===== config.mk =====
export PLATFORM = sky130hd
export DESIGN_NAME = tile_board_engine
export DESIGN_NICKNAME = d
export VERILOG_FILES = /design/src/rtl/tile_board_engine.sv
export SDC_FILE = /design/constraint.sdc
export NUM_CORES = 1
export LEC_CHECK = 0
export BUFFER_PORTS_ARGS = -buffer_cell sky130_fd_sc_hd__buf_2
export CAP_MARGIN = 20
export CORE_MARGIN = 1
export CORE_UTILIZATION = 50
export CTS_BUF_LIST = sky130_fd_sc_hd__clkbuf_8 sky130_fd_sc_hd__clkbuf_16
export CTS_CLUSTER_DIAMETER = 30
export DETAILED_ROUTE_END_ITERATION = 12
export PLACE_DENSITY = 0.69
export RECOVER_POWER = 25
export SLEW_MARGIN = 20
export SYNTH_ARGS = -nofsm -noshare
export SYNTH_HDL_FRONTEND = slang
export SYNTH_SLANG_ARGS = --single-unit

===== constraint.sdc =====
create_clock -name clock -period 6.58 [get_ports clock]
set_input_delay 0.329 -clock clock [delete_from_list [all_inputs] [get_ports clock]]
set_output_delay 0.329 -clock clock [all_outputs]
set_load 0.01 [all_outputs]

===== src/rtl/tile_board_engine.sv =====
// Tile board engine: six-line scrolling tile board plus a 120x120 renderer
// that streams one pixel per cycle from a snapshot of the board.
// Optional build macro TILE_SEPARATOR_EN draws 3'b001 lane separators at
// x=39 and x=79. Without the macro no separator logic is built.
//
// state | meaning
// IDLE  | waiting for draw_go; board may change freely
// DRAW  | sweeping pixels (0,0)..(119,119), plot=1 every cycle
// DONE  | sweep finished, draw_done=1 until draw_go drops
module tile_board_engine (
  input  logic       clock,
  input  logic       resetn,
  input  logic       board_clear,
  input  logic       draw_go,
  input  logic       edge_go,
  input  logic       offset_increase,
  output logic       draw_done,
  output logic [5:0] offset,
  output logic [2:0] line_6,
  output logic [7:0] x,
  output logic [6:0] y,
  output logic [2:0] colour,
  output logic       plot
);

  typedef enum logic [1:0] {S_IDLE, S_DRAW, S_DONE} state_t;

  localparam logic [7:0] LAST_COORD = 8'd119;
  localparam logic [5:0] OFFSET_MAX = 6'd40;

  state_t     r_state;
  state_t     w_state_next;

  logic [7:0] r_lfsr;
  logic       w_lfsr_fb;
  logic [2:0] w_new_row;
  logic [2:0] r_line_1, r_line_2, r_line_3, r_line_4, r_line_5, r_line_6;
  logic [5:0] r_offset;

  // Lines 1 and 2 can never be reached by the row mapping (ye <= 159), so
  // only lines 3..6 are kept in the snapshot.
  logic [5:0] r_snap_offset;
  logic [2:0] r_snap_3, r_snap_4, r_snap_5, r_snap_6;

  logic [7:0] r_x;
  logic [6:0] r_y;
  logic [2:0] r_colour;
  logic       r_plot;
  logic       r_done;

  logic [7:0] w_x_next;
  logic [6:0] w_y_next;
  logic [2:0] w_colour_next;
  logic       w_plot_next;
  logic       w_done_next;
  logic       w_snap_load;

  logic [7:0] w_nx;
  logic [6:0] w_ny;
  logic [5:0] w_src_offset;
  logic [2:0] w_src_3, w_src_4, w_src_5, w_src_6;
  logic [7:0] w_ye;
  logic [2:0] w_row;
  logic       w_hit;
  logic [2:0] w_pix_colour;

  assign w_lfsr_fb = r_lfsr[7] ^ r_lfsr[5] ^ r_lfsr[4] ^ r_lfsr[3];

  // Row pattern injected at the top on each edge_go.
  always_comb begin
    w_new_row = 3'b000;
    case (r_lfsr[1:0])
      2'd0:    w_new_row = 3'b001;
      2'd1:    w_new_row = 3'b010;
      2'd2:    w_new_row = 3'b100;
      default: w_new_row = 3'b000;
    endcase
  end

  // Free-running LFSR; board_clear deliberately leaves it alone.
  always_ff @(posedge clock or negedge resetn) begin
    if (!resetn) r_lfsr <= 8'hA5;
    else         r_lfsr <= {r_lfsr[6:0], w_lfsr_fb};
  end

  // Live board: clear beats shift, shift beats offset advance.
  always_ff @(posedge clock or negedge resetn) begin
    if (!resetn) begin
      r_line_1 <= 3'b000;
      r_line_2 <= 3'b000;
      r_line_3 <= 3'b000;
      r_line_4 <= 3'b000;
      r_line_5 <= 3'b000;
      r_line_6 <= 3'b000;
      r_offset <= 6'd0;
    end else if (board_clear) begin
      r_line_1 <= 3'b000;
      r_line_2 <= 3'b000;
      r_line_3 <= 3'b000;
      r_line_4 <= 3'b000;
      r_line_5 <= 3'b000;
      r_line_6 <= 3'b000;
      r_offset <= 6'd0;
    end else if (edge_go) begin
      r_line_6 <= r_line_5;
      r_line_5 <= r_line_4;
      r_line_4 <= r_line_3;
      r_line_3 <= r_line_2;
      r_line_2 <= r_line_1;
      r_line_1 <= w_new_row;
      r_offset <= 6'd0;
    end else if (offset_increase && (r_offset < OFFSET_MAX)) begin
      r_offset <= r_offset + 6'd1;
    end
  end

  // Coordinates of the pixel to be registered at the next edge.
  always_comb begin
    w_nx = 8'd0;
    w_ny = 7'd0;
    if (r_state == S_DRAW) begin
      if (r_x == LAST_COORD) begin
        w_nx = 8'd0;
        w_ny = r_y + 7'd1;
      end else begin
        w_nx = r_x + 8'd1;
        w_ny = r_y;
      end
    end
  end

  // The first pixel is rendered while the snapshot is being loaded, so it
  // reads the live board; every later pixel reads the snapshot.
  always_comb begin
    if (r_state == S_IDLE) begin
      w_src_offset = r_offset;
      w_src_3      = r_line_3;
      w_src_4      = r_line_4;
      w_src_5      = r_line_5;
      w_src_6      = r_line_6;
    end else begin
      w_src_offset = r_snap_offset;
      w_src_3      = r_snap_3;
      w_src_4      = r_snap_4;
      w_src_5      = r_snap_5;
      w_src_6      = r_snap_6;
    end
  end

  // Pixel colour lookup: pick the board line from the scrolled row, then the lane bit.
  always_comb begin
    w_ye = {1'b0, w_ny} + 8'd40 - {2'b00, w_src_offset};
    if (w_ye < 8'd40)       w_row = w_src_3;
    else if (w_ye < 8'd80)  w_row = w_src_4;
    else if (w_ye < 8'd120) w_row = w_src_5;
    else                    w_row = w_src_6;
    if (w_nx < 8'd40)       w_hit = w_row[0];
    else if (w_nx < 8'd80)  w_hit = w_row[1];
    else                    w_hit = w_row[2];
    w_pix_colour = w_hit ? 3'b000 : 3'b111;
`ifdef TILE_SEPARATOR_EN
    if ((w_nx == 8'd39) || (w_nx == 8'd79)) w_pix_colour = 3'b001;
`endif
  end

  // Renderer next-state and next-output decode.
  always_comb begin
    w_state_next  = r_state;
    w_x_next      = r_x;
    w_y_next      = r_y;
    w_colour_next = r_colour;
    w_plot_next   = 1'b0;
    w_done_next   = 1'b0;
    w_snap_load   = 1'b0;
    case (r_state)
      S_IDLE: begin
        if (draw_go) begin
          w_state_next  = S_DRAW;
          w_snap_load   = 1'b1;
          w_x_next      = w_nx;
          w_y_next      = w_ny;
          w_colour_next = w_pix_colour;
          w_plot_next   = 1'b1;
        end
      end
      S_DRAW: begin
        if ((r_x == LAST_COORD) && (r_y == LAST_COORD[6:0])) begin
          w_state_next = S_DONE;
          w_done_next  = 1'b1;
        end else begin
          w_x_next      = w_nx;
          w_y_next      = w_ny;
          w_colour_next = w_pix_colour;
          w_plot_next   = 1'b1;
        end
      end
      S_DONE: begin
        if (draw_go) w_done_next  = 1'b1;
        else         w_state_next = S_IDLE;
      end
      default: w_state_next = S_IDLE;
    endcase
  end

  // Renderer state, registered pixel outputs and board snapshot.
  always_ff @(posedge clock or negedge resetn) begin
    if (!resetn) begin
      r_state       <= S_IDLE;
      r_x           <= 8'd0;
      r_y           <= 7'd0;
      r_colour      <= 3'b000;
      r_plot        <= 1'b0;
      r_done        <= 1'b0;
      r_snap_offset <= 6'd0;
      r_snap_3      <= 3'b000;
      r_snap_4      <= 3'b000;
      r_snap_5      <= 3'b000;
      r_snap_6      <= 3'b000;
    end else begin
      r_state  <= w_state_next;
      r_x      <= w_x_next;
      r_y      <= w_y_next;
      r_colour <= w_colour_next;
      r_plot   <= w_plot_next;
      r_done   <= w_done_next;
      if (w_snap_load) begin
        r_snap_offset <= r_offset;
        r_snap_3      <= r_line_3;
        r_snap_4      <= r_line_4;
        r_snap_5      <= r_line_5;
        r_snap_6      <= r_line_6;
      end
    end
  end

  assign draw_done = r_done;
  assign offset    = r_offset;
  assign line_6    = r_line_6;
  assign x         = r_x;
  assign y         = r_y;
  assign colour    = r_colour;
  assign plot      = r_plot;

endmodule


==> flow_summary.ini <==
[run_status]
status = finished with violations
violations = max-capacitance violations, max-slew violations

[timing]
setup_viol = 0
rsz0062_at_grt = false
final_max_slew_viol_count = 71
worst_pin_slew_ns = 3.65
fmax_ghz = 0.239
setup_tns_ns = 0
slew_headroom_pct = -143
hold_viol = 0
finalWorstPathRequiredPeriod_ns = 4.18
fin_crit_sh_pct = 63.6
finClkSkew_ns = 0.00888
setup_slack_ns = 2.40

[worst_hold_path]
min_path_type = in2reg

[synthesis]
synth_edf_count = 0
syn-instance-count = 366
yosysWarningCount = 0
synth_flop_cell = dfrtp_1
yosysSeqAreaShare_pct = 44.9
postSynthAreaPerCell_um2 = 10.7
synthTopCellsByArea = dfrtp_1, mux2_2, mux2i_1
ys_seq_elements = 70
synth_top_cell_area_share_pct = 42.2
synthDistinctLibCells = 60
syn_area_mm2 = 0.00391
syn_nets = 388
yosys.area.top_type = dfrtp_1
synth-async-reset-ratio_pct = 100

[clock_tree]
clk_path_buf_depth = 2
cts_hold_buffers = 0
htree_levels = 3
clk_pin_slew_worst_paths_ns = 0.07
post_cts_buffers = 0
clk-insertion-delay-late_ns = 0.35
cts_tree = yes
cts_resized = 0
cts.sinks = 70
numCtsBuffers = 9
cts_root_buf = clkbuf_8

[setup_path]
start_kind = flip-flop
critical_path_class = reg2reg
cp.required_ns = 6.79
crit_arrival_ns = 4.40
end_kind = flip-flop
worstPathMaxFanout = 10

[finish]
final_common_cell = dfrtp_1
drive_gt1_share_pct = 22.6
layout_common_cells = dfrtp_1, nor2_1, buf_2, mux2_2
final_cells = 498
area_growth_pct = 10.4
diodes = 0
fin_nets = 416
design_area_mm2 = 0.00432

[power_and_ir_drop]
powerDensity_mw_per_mm2 = 185
leakagePower_uw = 0.00205
vdd_drop_max_mv = 0.123

[global_routing]
grt_pass1_vias = 2742
grt.busiest_layer = met2
gr-usage-met1_pct = 25.7
grt_max_degree = 71
grt_use_total_pct = 19.7
antenna_found_initial = 0
use_met3_pct = 3.96
gr-usage-met2_pct = 31.9
grt_pass1_wl_um = 12900
grt_overflow = 0

[placed_design]
placed_area_mm2 = 0.00413
globalplace.congestion = 0.868
dp_hpwl_um = 5050
dp_worst_setup_slack_ns = 2.44
dp_cells = 482
io_buffers = 34

[route]
drc_errors = 0
antenna_left = 0
drtIter0Drc = 103
drt_first_pass_iters = 4
vias = 2774
wl_per_cell_um = 14.7
via_per_inst = 5.57
totalWireLength_um = 7320

[floorplan]
coreArea_mm2 = 0.00741
dieArea_mm2 = 0.00818
chipWidth_um = 90.4
die_h_um = 90.4
rows = 31
start_util_pct = 52.8
ioPinCount = 35

[job]
cap_violations = 1
-- area by class of cell --
class                      instances  area, um2
fill                             650       3090
multi-input combinational        265       2020
inverter                          13       48.8
sequential                        70       1760
tap                               99        124
clock buffer                      10        138
clock inverter                     6       56.3
timing repair buffer              35        173
-- sequential cells by signal, indices dropped and copies added, names as in the netlist, 2 cells and up --
signal / cells
y: 7
r_line_2: 3
r_snap_6: 3
r_snap_offset: 6
r_snap_4: 3
offset: 6
r_line_4: 3
r_lfsr: 8
r_snap_5: 3
r_line_1: 3
r_line_5: 3
r_snap_3: 3
r_line_3: 3
r_state: 2
line_6: 3
x: 8
-- final timing paths --
path | depth (start not counted) | slack, ns | from | end
min in group asynchronous | 2 | 1.31 | resetn | x[1]
worst max register to register | 15 | 2.40 | x[3] | colour[1]
worst min-delay path | 3 | 0.28 | draw_go | r_state[0]
worst max-delay path | 15 | 2.40 | x[3] | colour[1]
worst min register to register | 0 | 0.36 | r_lfsr[6] | r_lfsr[7]
max in group asynchronous | 2 | 3.20 | resetn | y[6]
-- critical path, cell delays in order, from the launching register on --
cell and delay, ns:
dfrtp_1 0.47, nand4bb_1 0.48, nor2_1 0.33, nand2_1 0.11
xor2_1 0.15, nor2_1 0.14, ha_1 0.25, ha_1 0.29
and3_1 0.24, nand4b_1 0.17, and4_1 0.27, a21o_1 0.18
a221o_1 0.35, and2_1 0.19, nor4b_1 0.31, o211ai_1 0.13
-- where the power goes --
group / leakage (uW) / switching [uW] / total, uW / internal (uW)
registers: 0.000931 / 1.35 / 433 / 431
clock network: 0.000109 / 164 / 346 / 182
logic: 0.00101 / 15.2 / 20.8 / 5.65
total: 0.00205 / 180 / 799 / 619
-- cell usage after synthesis, types with 3 or more instances --
master	count
dfrtp_1	66
nor2_1	40
mux2_2	28
mux2i_1	24
nand2_1	24
o21ai_0	19
ha_1	16
inv_1	13
clkbuf_1	11
xnor2_1	11
a21oi_1	9
nand4_1	9
xor2_1	6
nand3b_1	5
nor2b_1	5
and2_1	4
dfstp_2	4
nand2b_1	4
mux4_1	3
nand3_1	3
nor3_1	3
nor4_1	3
o211ai_1	3
o31ai_1	3
or3_1	3
-- routing by layer --
layer / wire [um] / part of all wire, %
met3: 232 / 3.2
met1: 3510 / 48
met4: 142 / 1.9
met5: 0 / 0
met2: 3440 / 47
-- logic make-up after synthesis --
group / share of synthesized area [%]
simple gates: 16.5
flops: 44.9
compound gates: 9.54
mux: 16.2
buf+inv: 3.42
xor+xnor: 4.22
fa+ha+maj: 5.12
-- metrics by stage --
step	utilization [%]	total power, uW	hold slack [ns]
2_1_floorplan	-	451	0.0334
3_3_place_gp	55.7	463	0.339
3_5_place_dp	55.7	463	0.351
4_1_cts	58.3	808	0.203
5_1_grt	58.3	826	0.281
6_report	58.3	799	0.276
(Power assumes the default switching activity.)
